===== src/rtl/lt_pkg.sv =====
// -----------------------------------------------------------------------------
// lt_pkg
// Shared definitions for the USB4 lane-training transmit sequencer:
//   - lt_state_e : training FSM states
//   - D_SEL_*    : phase-select codes understood by data_bus_transmit
//   - d_sel_of   : state -> phase-select code
//   - next_phase : ordered-set phase that follows a given training phase
// -----------------------------------------------------------------------------
package lt_pkg;

  typedef enum logic [3:0] {
    IDLE   = 4'd0,
    SLOS1  = 4'd1,
    SLOS2  = 4'd2,
    G3_TS1 = 4'd3,
    G3_TS2 = 4'd4,
    G4_TS1 = 4'd5,
    G4_TS2 = 4'd6,
    G4_TS3 = 4'd7,
    G4_TS4 = 4'd8,
    CL0    = 4'd9
  } lt_state_e;

  localparam logic [3:0] D_SEL_SLOS1  = 4'd0;
  localparam logic [3:0] D_SEL_SLOS2  = 4'd1;
  localparam logic [3:0] D_SEL_G3_TS1 = 4'd2;
  localparam logic [3:0] D_SEL_G3_TS2 = 4'd3;
  localparam logic [3:0] D_SEL_G4_TS1 = 4'd4;
  localparam logic [3:0] D_SEL_G4_TS2 = 4'd5;
  localparam logic [3:0] D_SEL_G4_TS3 = 4'd6;
  localparam logic [3:0] D_SEL_G4_TS4 = 4'd7;
  localparam logic [3:0] D_SEL_CL0    = 4'd8;
  localparam logic [3:0] D_SEL_IDLE   = 4'd9;

  function automatic logic [3:0] d_sel_of(input lt_state_e st);
    logic [3:0] sel;
    case (st)
      SLOS1:   sel = D_SEL_SLOS1;
      SLOS2:   sel = D_SEL_SLOS2;
      G3_TS1:  sel = D_SEL_G3_TS1;
      G3_TS2:  sel = D_SEL_G3_TS2;
      G4_TS1:  sel = D_SEL_G4_TS1;
      G4_TS2:  sel = D_SEL_G4_TS2;
      G4_TS3:  sel = D_SEL_G4_TS3;
      G4_TS4:  sel = D_SEL_G4_TS4;
      CL0:     sel = D_SEL_CL0;
      default: sel = D_SEL_IDLE;
    endcase
    return sel;
  endfunction

  function automatic lt_state_e next_phase(input lt_state_e st);
    lt_state_e nxt;
    case (st)
      SLOS1:   nxt = SLOS2;
      SLOS2:   nxt = G3_TS1;
      G3_TS1:  nxt = G3_TS2;
      G3_TS2:  nxt = CL0;
      G4_TS1:  nxt = G4_TS2;
      G4_TS2:  nxt = G4_TS3;
      G4_TS3:  nxt = G4_TS4;
      G4_TS4:  nxt = CL0;
      default: nxt = IDLE;
    endcase
    return nxt;
  endfunction

endpackage


===== src/rtl/lt_phase_timer.sv =====
// -----------------------------------------------------------------------------
// lt_phase_timer
// Per-phase watchdog. Counts cycles while enabled; clear has priority and
// returns the count to zero. expire is high during the last allowed cycle
// (count == TIMEOUT-1) so the owner can leave the phase on the next edge.
// Ports:
//   clk    in  clock
//   rst    in  asynchronous reset, active-low
//   clear  in  zero the counter this edge
//   enable in  count this cycle
//   expire out phase budget used up (combinational from the count register)
// -----------------------------------------------------------------------------
module lt_phase_timer #(
  parameter int TIMEOUT = 4096,
  parameter int TO_W    = 13
) (
  input  logic clk,
  input  logic rst,
  input  logic clear,
  input  logic enable,
  output logic expire
);

  logic [TO_W-1:0] count_r;

  // Cycle counter for the current phase.
  always_ff @(posedge clk or negedge rst) begin
    if (!rst) begin
      count_r <= '0;
    end else if (clear) begin
      count_r <= '0;
    end else if (enable) begin
      count_r <= count_r + {{(TO_W-1){1'b0}}, 1'b1};
    end else begin
      count_r <= count_r;
    end
  end

  assign expire = enable && (count_r == TO_W'(TIMEOUT - 1));

endmodule


===== src/rtl/lane_training_tx_ctrl.sv =====
// -----------------------------------------------------------------------------
// lane_training_tx_ctrl
// Steps data_bus_transmit through the USB4 lane-training ordered-set phases
// (Gen3: SLOS1, SLOS2, TS1, TS2; Gen4: TS1..TS4) and then holds CL0.
// A phase advances only on an os_sent pulse, once enough ordered sets have
// gone out and the receive side reports the partner in the same phase.
// Ports:
//   clk, rst        clock, asynchronous active-low reset
//   start_training  pulse, starts training from IDLE
//   gen4_sel        path select sampled with start_training
//   disconnect      level, back to IDLE from anywhere (no error)
//   os_sent         pulse at each ordered-set boundary
//   tx_lanes_on     lanes are driving (gates SLOS1 exit)
//   rx_phase_ok     partner ordered sets of current phase detected
//   d_sel           registered phase select
//   training_done   high while in CL0
//   training_error  one-cycle pulse when a phase times out
//   os_cnt_o        saturating ordered-set count in current phase
// -----------------------------------------------------------------------------
module lane_training_tx_ctrl
  import lt_pkg::*;
#(
  parameter int SLOS_MIN = 2,
  parameter int TS_MIN   = 16,
  parameter int TIMEOUT  = 4096,
  parameter int TO_W     = 13
) (
  input  logic       clk,
  input  logic       rst,
  input  logic       start_training,
  input  logic       gen4_sel,
  input  logic       disconnect,
  input  logic       os_sent,
  input  logic       tx_lanes_on,
  input  logic       rx_phase_ok,
  output logic [3:0] d_sel,
  output logic       training_done,
  output logic       training_error,
  output logic [4:0] os_cnt_o
);

  lt_state_e  state_r;
  logic       gen4_r;
  logic [4:0] os_cnt_r;

  logic       in_training_s;
  logic       slos_phase_s;
  logic       lanes_ok_s;
  logic [5:0] cnt_next_s;
  logic [5:0] min_s;
  logic       adv_s;
  logic       expire_s;
  logic       timer_clear_s;
  lt_state_e  adv_state_s;

  // Advance qualification for the current phase; count is widened so the
  // saturated value 31 still compares correctly as 32.
  always_comb begin
    in_training_s = (state_r != IDLE) && (state_r != CL0);
    slos_phase_s  = !gen4_r && ((state_r == SLOS1) || (state_r == SLOS2));
    lanes_ok_s    = (state_r == SLOS1) ? tx_lanes_on : 1'b1;
    cnt_next_s    = {1'b0, os_cnt_r} + 6'd1;
    min_s         = slos_phase_s ? 6'(SLOS_MIN) : 6'(TS_MIN);
    adv_s         = in_training_s && os_sent && rx_phase_ok && lanes_ok_s &&
                    (cnt_next_s >= min_s);
    adv_state_s   = next_phase(state_r);
    // Timer restarts on any phase change and idles outside training.
    timer_clear_s = !in_training_s || disconnect || expire_s || adv_s;
  end

  lt_phase_timer #(
    .TIMEOUT (TIMEOUT),
    .TO_W    (TO_W)
  ) u_timer (
    .clk    (clk),
    .rst    (rst),
    .clear  (timer_clear_s),
    .enable (in_training_s),
    .expire (expire_s)
  );

  // Training FSM with registered outputs: disconnect > timeout > advance > count.
  always_ff @(posedge clk or negedge rst) begin
    if (!rst) begin
      state_r        <= IDLE;
      gen4_r         <= 1'b0;
      os_cnt_r       <= 5'd0;
      d_sel          <= D_SEL_IDLE;
      training_done  <= 1'b0;
      training_error <= 1'b0;
    end else begin
      training_error <= 1'b0;
      if (disconnect) begin
        state_r       <= IDLE;
        os_cnt_r      <= 5'd0;
        d_sel         <= D_SEL_IDLE;
        training_done <= 1'b0;
      end else if (expire_s) begin
        state_r        <= IDLE;
        os_cnt_r       <= 5'd0;
        d_sel          <= D_SEL_IDLE;
        training_done  <= 1'b0;
        training_error <= 1'b1;
      end else if ((state_r == IDLE) && start_training) begin
        gen4_r        <= gen4_sel;
        state_r       <= gen4_sel ? G4_TS1 : SLOS1;
        os_cnt_r      <= 5'd0;
        d_sel         <= gen4_sel ? D_SEL_G4_TS1 : D_SEL_SLOS1;
        training_done <= 1'b0;
      end else if (adv_s) begin
        state_r       <= adv_state_s;
        os_cnt_r      <= 5'd0;
        d_sel         <= d_sel_of(adv_state_s);
        training_done <= (adv_state_s == CL0);
      end else if (os_sent && (os_cnt_r != 5'd31)) begin
        os_cnt_r <= os_cnt_r + 5'd1;
      end else begin
        os_cnt_r <= os_cnt_r;
      end
    end
  end

  assign os_cnt_o = os_cnt_r;

endmodule

===== config.mk =====
export PLATFORM = sky130hd
export DESIGN_NAME = lane_training_tx_ctrl
export DESIGN_NICKNAME = d
export VERILOG_FILES = /design/src/rtl/lt_pkg.sv /design/src/rtl/lt_phase_timer.sv /design/src/rtl/lane_training_tx_ctrl.sv
export SDC_FILE = /design/constraint.sdc
export NUM_CORES = 1
export LEC_CHECK = 0
export BUFFER_PORTS_ARGS = -buffer_cell sky130_fd_sc_hd__buf_2
export CAP_MARGIN = 30
export CORE_MARGIN = 5
export CORE_UTILIZATION = 45
export DETAILED_ROUTE_END_ITERATION = 8
export GPL_TIMING_DRIVEN = 0
export PLACE_DENSITY = 0.7
export SKIP_LAST_GASP = 1
export SYNTH_ARGS = -nofsm -noshare
export SYNTH_HDL_FRONTEND = slang
export SYNTH_SLANG_ARGS = --single-unit

===== constraint.sdc =====
create_clock -name clk -period 3.3 [get_ports clk]
set_clock_uncertainty 0.2 [all_clocks]
set_input_delay 0.165 -clock clk [delete_from_list [all_inputs] [get_ports clk]]
set_output_delay 0.165 -clock clk [all_outputs]
set_load 0.01 [all_outputs]

# [Word level (Yosys, flattened, before mapping)]
# Memories as Yosys holds them, arrays and structs flattened.
# Index checks and enable logic that the tools add are counted.
[word_totals] rom_bits=128 register_bits=29 mem_count=2 word_cells=67 in_bits=8 output_inout_bits=11
[classes] bitwise_logic=2 n_mux=25 addsub=3 reduce_logical=21 magnitude_cmp=1 n_eq_ne=6
[memory_table] memory="(no name shown)" depth=16 word_bits=4 read_ports=1 rd_ports_with_merged_regs=0 wr=0 line_no="lt_pkg.sv:37" source="case (st)"
[memory_table] memory="(no name shown)" depth=16 word_bits=4 read_ports=1 rd_ports_with_merged_regs=0 wr=0 line_no="lt_pkg.sv:54" source="case (st)"
[op_table] op="$mux 4" n=8
[op_table] op="$mux 5" n=6
[op_table] op="$mux 13" n=2
[op_table] op="$add 13x1->13 const B" n=1
[op_table] op="$eq 13x12->1 const B" n=1
[op_table] op="$logic_and 1x1->1" n=9
[op_table] op="$reduce_bool 4->1" n=2
[op_table] op="$mux 1" n=7
[op_table] op="$add 5x1->6 const B" n=1
[op_table] op="$ge 6x5->1" n=1
[op_table] op="$mux 3" n=2
[op_table] op="$add 5x1->5 const B" n=1
[op_table] op="$ne 5x5->1 const B" n=1
[op_table] op="$reduce_bool 5->1" n=1
[op_table] op="$eq 4x1->1 const B" n=1
[op_table] op="$eq 4x2->1 const B" n=1
[op_table] op="$eq 4x4->1 const B" n=1
[op_table] op="$logic_not 4->1" n=1
[op_table] op="$logic_or 1x1->1" n=4
[op_table] op="$ne 4x4->1 const B" n=1
[op_table] op="$reduce_and 3->1" n=1
[op_table] op="$logic_not 1->1" n=2
[op_table] op="$not 1->1" n=2
[op_table] op="$reduce_bool 2->1" n=1

# [Depth between registers and ports, before layout]
# Gate-level depths: netlist of run 1.
[logic_depth] depth_word=10 depth_mapped=12 ltp_nobuf=11

# [By module]
# From an unflattened synthesis of run 1, not the netlist that was laid out.
[unflattened] cells_unflattened=202 hier_area_um2=1901.8
[modules_own_cells] module="lane_training_tx_ctrl" area_each_um2=1255.0 seq_area_each_um2=402.9 cells_per_inst=139 instances=1
[modules_own_cells] module="lt_phase_timer" area_each_um2=646.9 seq_area_each_um2=325.3 cells_per_inst=63 instances=1

# [Worst setup path after synthesis of run 1]
# OpenSTA, ideal clock, no wires.
[synth_timing] path_type="reg-to-reg" startpoint="register os_cnt_r[0] (netlist: os_cnt_o[0])" endpoint="register d_sel[2]" stages_incl_launch_ff=11 setup_time_ns=0.133 path_buffers=1 arrival_ns=2.331 setup_slack_ns=0.635 path_cell_list="dfrtp_1 ha_1 and3_1 ha_1 ha_1 inv_1 a31o_2 o211a_1 buf_4 nor4b_1 a311oi_1"
[synth_via] elab_chain_cells=4
[synth_rtl] element="start, declared" line_no="lane_training_tx_ctrl.sv:44" source="logic [4:0] os_cnt_r;"
[synth_rtl] element="start signal, assigned" line_no="lane_training_tx_ctrl.sv:116" source="os_cnt_r <= os_cnt_r + 5'd1;"
[synth_rtl] element="start signal, assigned" line_no="lane_training_tx_ctrl.sv:118" source="os_cnt_r <= os_cnt_r;"
[synth_rtl] element="$add 5x1->6" line_no="lane_training_tx_ctrl.sv:62" source="cnt_next_s = {1'b0, os_cnt_r} + 6'd1;"
[synth_rtl] element="$ge 6x5->1" line_no="lane_training_tx_ctrl.sv:65" source="(cnt_next_s >= min_s);"
[synth_rtl] element="$logic_and 1x1->1" line_no="lane_training_tx_ctrl.sv:64" source="adv_s = in_training_s && os_sent && rx_phase_ok && lanes_ok_s &&"
[synth_rtl] element="$reduce_bool 4->1 (no source line)"
[synth_rtl] element="end signal, assigned" line_no="lane_training_tx_ctrl.sv:108" source="d_sel <= gen4_sel ? D_SEL_G4_TS1 : D_SEL_SLOS1;"
[synth_rtl] element="end signal, assigned" line_no="lane_training_tx_ctrl.sv:113" source="d_sel <= d_sel_of(adv_state_s);"
[synth_rtl] element="end, declared" line_no="lane_training_tx_ctrl.sv:36" source="output logic [3:0] d_sel,"
# Every way passes these cells.
# A chain may end at the register's enable or synchronous reset.

# [Final worst setup path of run 1]
[layout_timing] startpoint="register state_r[0]" endpoint="register d_sel[3]"
[layout_via] elab_chain_cells=7 word_cells_on_any_way=24 classes_between="order compare: 1; eq/ne: 3; mux: 6; reduce/logical: 12; memory: 2"
[layout_rtl] element="start, declared" line_no="lane_training_tx_ctrl.sv:42" source="lt_state_e state_r;"
[layout_rtl] element="start signal, assigned" line_no="lane_training_tx_ctrl.sv:106" source="state_r <= gen4_sel ? G4_TS1 : SLOS1;"
[layout_rtl] element="start signal, assigned" line_no="lane_training_tx_ctrl.sv:111" source="state_r <= adv_state_s;"
[layout_rtl] element="parallel branches: the longest is 7 deep, another holds $mem_v2 16x4"
# Parallel ways; which one is timed is not known. The select of a mux whose other input is x is not followed.

==> metrics.cfg, run 1 <==
[worst_setup_path]
reg2reg_setup_slack_ns=0.24
cp-end-kind=flop
cp.required_ns=3.31
critPathKind=flop to flop
critPathMaxFanout=8
start_kind=flop
critPathArrivalTime_ns=3.07

[grt]
use_met1_pct=20.6
grt_pass1_vias=1477
antenna_found_initial=0
grt_pass1_wl_mm=6.60
grt.busiest_layer=met2
grt_overflow=0
met2_usage_pct=23.9
grt_max_degree=30
grt_usage_pct=15.5
use_met3_pct=5.34

[layout]
drive_above_1_share_pct=17.8
fin_nets=247
final_common_cell=nor2_1
layout_common_cells=nor2_1, dfrtp_1, buf_2
finalInstanceArea_um2=2170
diodes=0
syn_to_final_growth_pct=14.2
fin_util_pct=53.4

[place]
place_congestion=0.797
port_buffers=18
place_area_um2=2050
hpwl_mm=2.79

[synthesis]
syn_area_um2=1900
synth_area_leader_cell=dfrtp_1
syn_inst=197
synth_edf_count=0
synth.area.top_cells=dfrtp_1, ha_1, nor2_1, xnor2_1, xor2_1
syn-num-nets=219
yosys_warnings=0
synth_top_area_share_pct=35.6
synthDistinctLibCells=52
ys_ff_latch=29
async_reset_ff_share_pct=100
ys.flop_type=dfrtp_1
yosysSeqAreaShare_pct=38.4
postSynthAreaPerCell_um2=9.63

[floorplan]
num_io_pins=19
row_count=23
start_util_pct=46.7
fp.dieH_um=74.9
core_area_um2=4060
chipWidth_um=74.9
die-area_um2=5610

[timing]
tightestPinTransition_ns=0.631
final-setup-viol-count=0
rsz0062_at_grt=false
slew_headroom_pct=58.0
fmax_mhz=327
slew_viol_final=0
fin_crit_ns=3.06
fin_tns_setup_ns=0
hold_violations=0
fin_crit_sh_pct=92.7

[power]
leakagePower_nw=0.965
ir_worst_vdd_mv=0.321
power.density_nw_per_um2=402

[drt]
dr.pass1.iters=4
drc=0
drtAntennaViolNets=0
dr.first_iter.drc_count=118
routed_via_density=5.47
wl_mm=3.77
vias=1504
routedWlPerCell_um=13.7

[run]
timing.max_cap.violations=0

[outcome]
status=complete, no violations

[cts]
clk_pin_slew_ns=0.07
cts_buffers=5
clk_path_buf_depth=2
cts.sinks=29
clk_root_buffer_cell=clkbuf_8
cts_tree=built
insertion_delay_ns=0.28
cts_setup_buffers=0
htreeDepth=2

[hold_path]
hold_class=input port to flop

final timing paths:
path,start,end,cells after the start
worst max-delay path,state_r[0]$_DFFE_PN0P_,d_sel[3]$_DFFE_PN1P_,10
worst min-delay path,os_sent,os_cnt_o[2]$_DFFE_PN0P_,4
worst max register to register,state_r[0]$_DFFE_PN0P_,d_sel[3]$_DFFE_PN1P_,10
worst min register to register,u_timer.count_r[11]$_DFFE_PN0P_,u_timer.count_r[12]$_DFFE_PN0P_,1
max in group asynchronous,rst,u_timer.count_r[0]$_DFFE_PN0P_,2
min in group asynchronous,rst,state_r[3]$_DFFE_PN0P_,2
critical path, cell delays in order (launching register included):
cell and delay (ns):
dfrtp_1 0.42, inv_1 0.12, ha_1 0.30, mux2i_1 0.11, o22ai_1 0.37, inv_1 0.16
ha_1 0.26, a22o_1 0.20, a2111oi_0 0.48, and3_1 0.25, a311o_1 0.12
metrics by stage:
| stage | hold slack (ns) | power [mW] | setup slack (ns) | cells |
|---|---|---|---|---|
| CTS | 0.0825 | 0.876 | 0.264 | 275 |
| global route | 0.107 | 0.919 | 0.0234 | 275 |
| finish | 0.0843 | 0.870 | 0.240 | 275 |
| global placement | 0.0336 | 0.580 | 0.253 | 265 |
| floorplan | -0.331 | 0.527 | 0.635 | 197 |
| detailed placement | 0.0327 | 0.580 | 0.288 | 265 |
report_power, final:
| part | internal (mW) | leakage [nW] | switching [mW] |
|---|---|---|---|
| logic | 0.0759 | 0.529 | 0.114 |
| registers | 0.373 | 0.392 | 0.0145 |
| clock network | 0.165 | 0.0443 | 0.128 |
| total | 0.614 | 0.965 | 0.256 |
sequential cells by signal (all words and copies together) (netlist names):
register	cells
u_timer.count_r	13
os_cnt_o	5
d_sel	4
state_r	4
gen4_r	1
training_done	1
training_error	1
cell usage after synthesis (all sizes together) (2+ instances only):
master,count
nor2,29
nand3,12
a31oi,3
nor3,8
and3,7
a311o,3
a311oi,3
ha,14
mux2i,5
xor2,7
nand4,2
o21ai,7
o211ai,3
dfstp,2
dfrtp,27
nand2,8
nand3b,2
nand2b,4
xnor2,7
a21oi,4
buf,4
inv,10
a21o,2
o22ai,2
a31o,2
cell type report:
class,instances,area (µm²)
Tap cell,50,62.6
Multi-Input combinational cell,154,1100
Inverter,10,37.5
Timing Repair Buffer,21,120
Buffer,4,31.3
Sequential cell,29,728
Fill cell,377,1890
Clock buffer,7,86.3
routing by layer:
metal | vias to the layer above | wire length (µm) | share of wire [%]
met5 | - | 0 | 0
met4 | 0 | 15 | 0.40
met3 | 2 | 204 | 5.4
met2 | 27 | 1640 | 44
met1 | 706 | 1910 | 51
li1 | 769 | - | -
cells by family (layout without fill, tap and decap cells):
group                    count (synthesis)  count (layout)  synth area share [%]
XOR/XNOR                                14              14                  6.46
adder cells (fa/ha/maj)                 14              14                  9.23
multiplexers                             6               6                  3.23
buffers and inverters                   14              42                  3.63
flip-flops                              29              29                  38.4
AND/OR/NAND/NOR                         80              80                  22.5
AO/OA/AOI/OAI                           40              40                  16.6
what timing repair did:
action,CTS,global route
endpoints found under the hold margin,29,0
gates resized for setup,0,0
hold buffers,3,0
Note: power is estimated with default switching activity, not from simulation.
==> inputs of run 2 (changes only) <==
==> constraint.sdc (replaced) <==
create_clock -name clk -period 3.3 [get_ports clk]
set_clock_uncertainty 0.2 [all_clocks]
set_input_delay 0.495 -clock clk [delete_from_list [all_inputs] [get_ports clk]]
set_output_delay 0.495 -clock clk [all_outputs]
set_load 0.01 [all_outputs]
==> metrics.cfg, run 2 (same netlist as run 1, synthesis figures left out) <==
[outcome]
status=complete, no violations

[layout]
layout.cells.non_filler=272
syn_to_final_growth_pct=12.6
fill_cells=383
layout_common_cells=nor2_1, dfrtp_1, buf_2
top_register=u_timer.count_r
drive_above_1_share_pct=18.0
fin_nets=244
largest_reg_flops=13
finalInstanceArea_um2=2140
diodes=0
final_common_cell=nor2_1

[grt]
grt_usage_pct=15.5
grt_overflow=0
grt_pass1_wl_mm=6.57
grt_pass1_vias=1466
antenna_found_initial=0
grt_max_degree=30

[power]
ir_worst_vdd_mv=0.321
switching_share_pct=29.5
p_total_mw=0.867
intPower_mw=0.611
power.switching_mw=0.256
clockPowerShare_pct=33.7
p_comb_share_pct=21.6
power.density_nw_per_um2=406
sequentialPowerShare_pct=44.7
leakagePower_nw=0.953

[timing]
slew_headroom_pct=57.7
tightestPinTransition_ns=0.634
rsz0062_at_grt=false
hold_violations=0
fmax_mhz=327
fin_tns_setup_ns=0
fin_crit_sh_pct=92.8
slew_viol_final=0
fin_hold_ws_ns=0.0308
final-setup-viol-count=0
fin_crit_ns=3.06

[cts]
hold_buffers=0
htreeDepth=2
cts.sinks=29
insertion_delay_ns=0.28
cts_buffers=5
cts_tree=built
clk_pin_slew_ns=0.07
clk_root_buffer_cell=clkbuf_8
clk_path_buf_depth=2
cts_resized=0
cts_setup_buffers=0

[drt]
dr.pass1.iters=4
routed_via_density=5.51
wl_mm=3.77
vias=1499
dr.first_iter.drc_count=159
routedWlPerCell_um=13.8
drc=0
drtAntennaViolNets=0

[floorplan]
chipWidth_um=74.9
num_io_pins=19
fp.dieH_um=74.9
start_util_pct=46.7
core_area_um2=4060
die-area_um2=5610
row_count=23

[run]
timing.max_cap.violations=0

[place]
hpwl_mm=2.79
place_inst=265
port_buffers=18
place_congestion=0.797
place_area_um2=2050

[worst_setup_path]
start_kind=flop
cp.required_ns=3.31
cp_cell_sequence=inv_1, ha_1, mux2i_1, o22ai_1, inv_1, ha_1, a22o_1, a2111oi_0, and3_1, a311o_1
slowest_delay_ns=0.48
critPathMaxFanout=8
critPathArrivalTime_ns=3.07
crit_path_top_delay_cell=a2111oi_0
cp-end-kind=flop
critPathKind=flop to flop

[hold_path]
hold_class=input port to asynchronous set/reset pin

-- run 2: cell count changes in the layout (fill, tap and decap cells not counted) --
| cell | change |
|---|---|
| dlygate4sd3_1 | -3 |
-- run 2: path summary, 6_finish.rpt --
| check | from | end | slack (ns) | cells past startpoint |
|---|---|---|---|---|
| worst min register to register | u_timer.count_r[11]$_DFFE_PN0P_ | u_timer.count_r[12]$_DFFE_PN0P_ | 0.29 | 1 |
| min in group clk | disconnect | training_error$_DFF_PN0_ | 0.26 | 2 |
| worst max-delay path | state_r[0]$_DFFE_PN0P_ | d_sel[3]$_DFFE_PN1P_ | 0.24 | 10 |
| worst min-delay path | rst | state_r[3]$_DFFE_PN0P_ | 0.03 | 1 |
| max in group asynchronous | rst | u_timer.count_r[0]$_DFFE_PN0P_ | 2.45 | 1 |
| worst max register to register | state_r[0]$_DFFE_PN0P_ | d_sel[3]$_DFFE_PN1P_ | 0.24 | 10 |
-- run 2: per-stage QoR --
stage                     utilization [%]  setup WS (ns)
after detailed placement             50.5          0.288
final                                52.6          0.238
after global routing                 52.6         0.0234
after global placement               50.5          0.253
after floorplan                         -          0.635
after CTS                            52.6          0.264
-- run 2: per-layer routing --
| layer | global-route usage [%] | vias to the layer above | share of wire, % |
|---|---|---|---|
| met4 | 4.74 | 0 | 0.40 |
| met1 | 20.4 | 708 | 50 |
| met2 | 23.7 | 27 | 44 |
| met3 | 5.61 | 2 | 6.2 |
| met5 | 0 | - | 0 |
| li1 | - | 762 | - |
-- run 2: final cells by class --
class | count | area [µm²] | share of cell area, %
Sequential cell | 29 | 728 | 34.1
Multi-Input combinational cell | 154 | 1100 | 51.5
Inverter | 10 | 37.5 | 1.76
Timing Repair Buffer | 18 | 90.1 | 4.22
Clock buffer | 7 | 86.3 | 4.04
Tap cell | 50 | 62.6 | 2.93
Buffer | 4 | 31.3 | 1.46
-- run 2: power groups by stage --
stage               clock network, mW  logic [mW]  registers [mW]
global placement                    0       0.186           0.393
global route                    0.314       0.212           0.390
finish                          0.292       0.188           0.387
CTS                             0.298       0.189           0.387
detailed placement                  0       0.187           0.393
floorplan                           0       0.134           0.393
-- run 2: critical path, delay by kind of cell, from the launching register on --
kind                       cells  cell delay [ns]
AOI/OAI and AO/OA              4             1.17
adders and majority gates      2             0.56
DFF                            1             0.41
buffers and inverters          2             0.28
and+or+nand+nor                1             0.25
muxes                          1             0.11
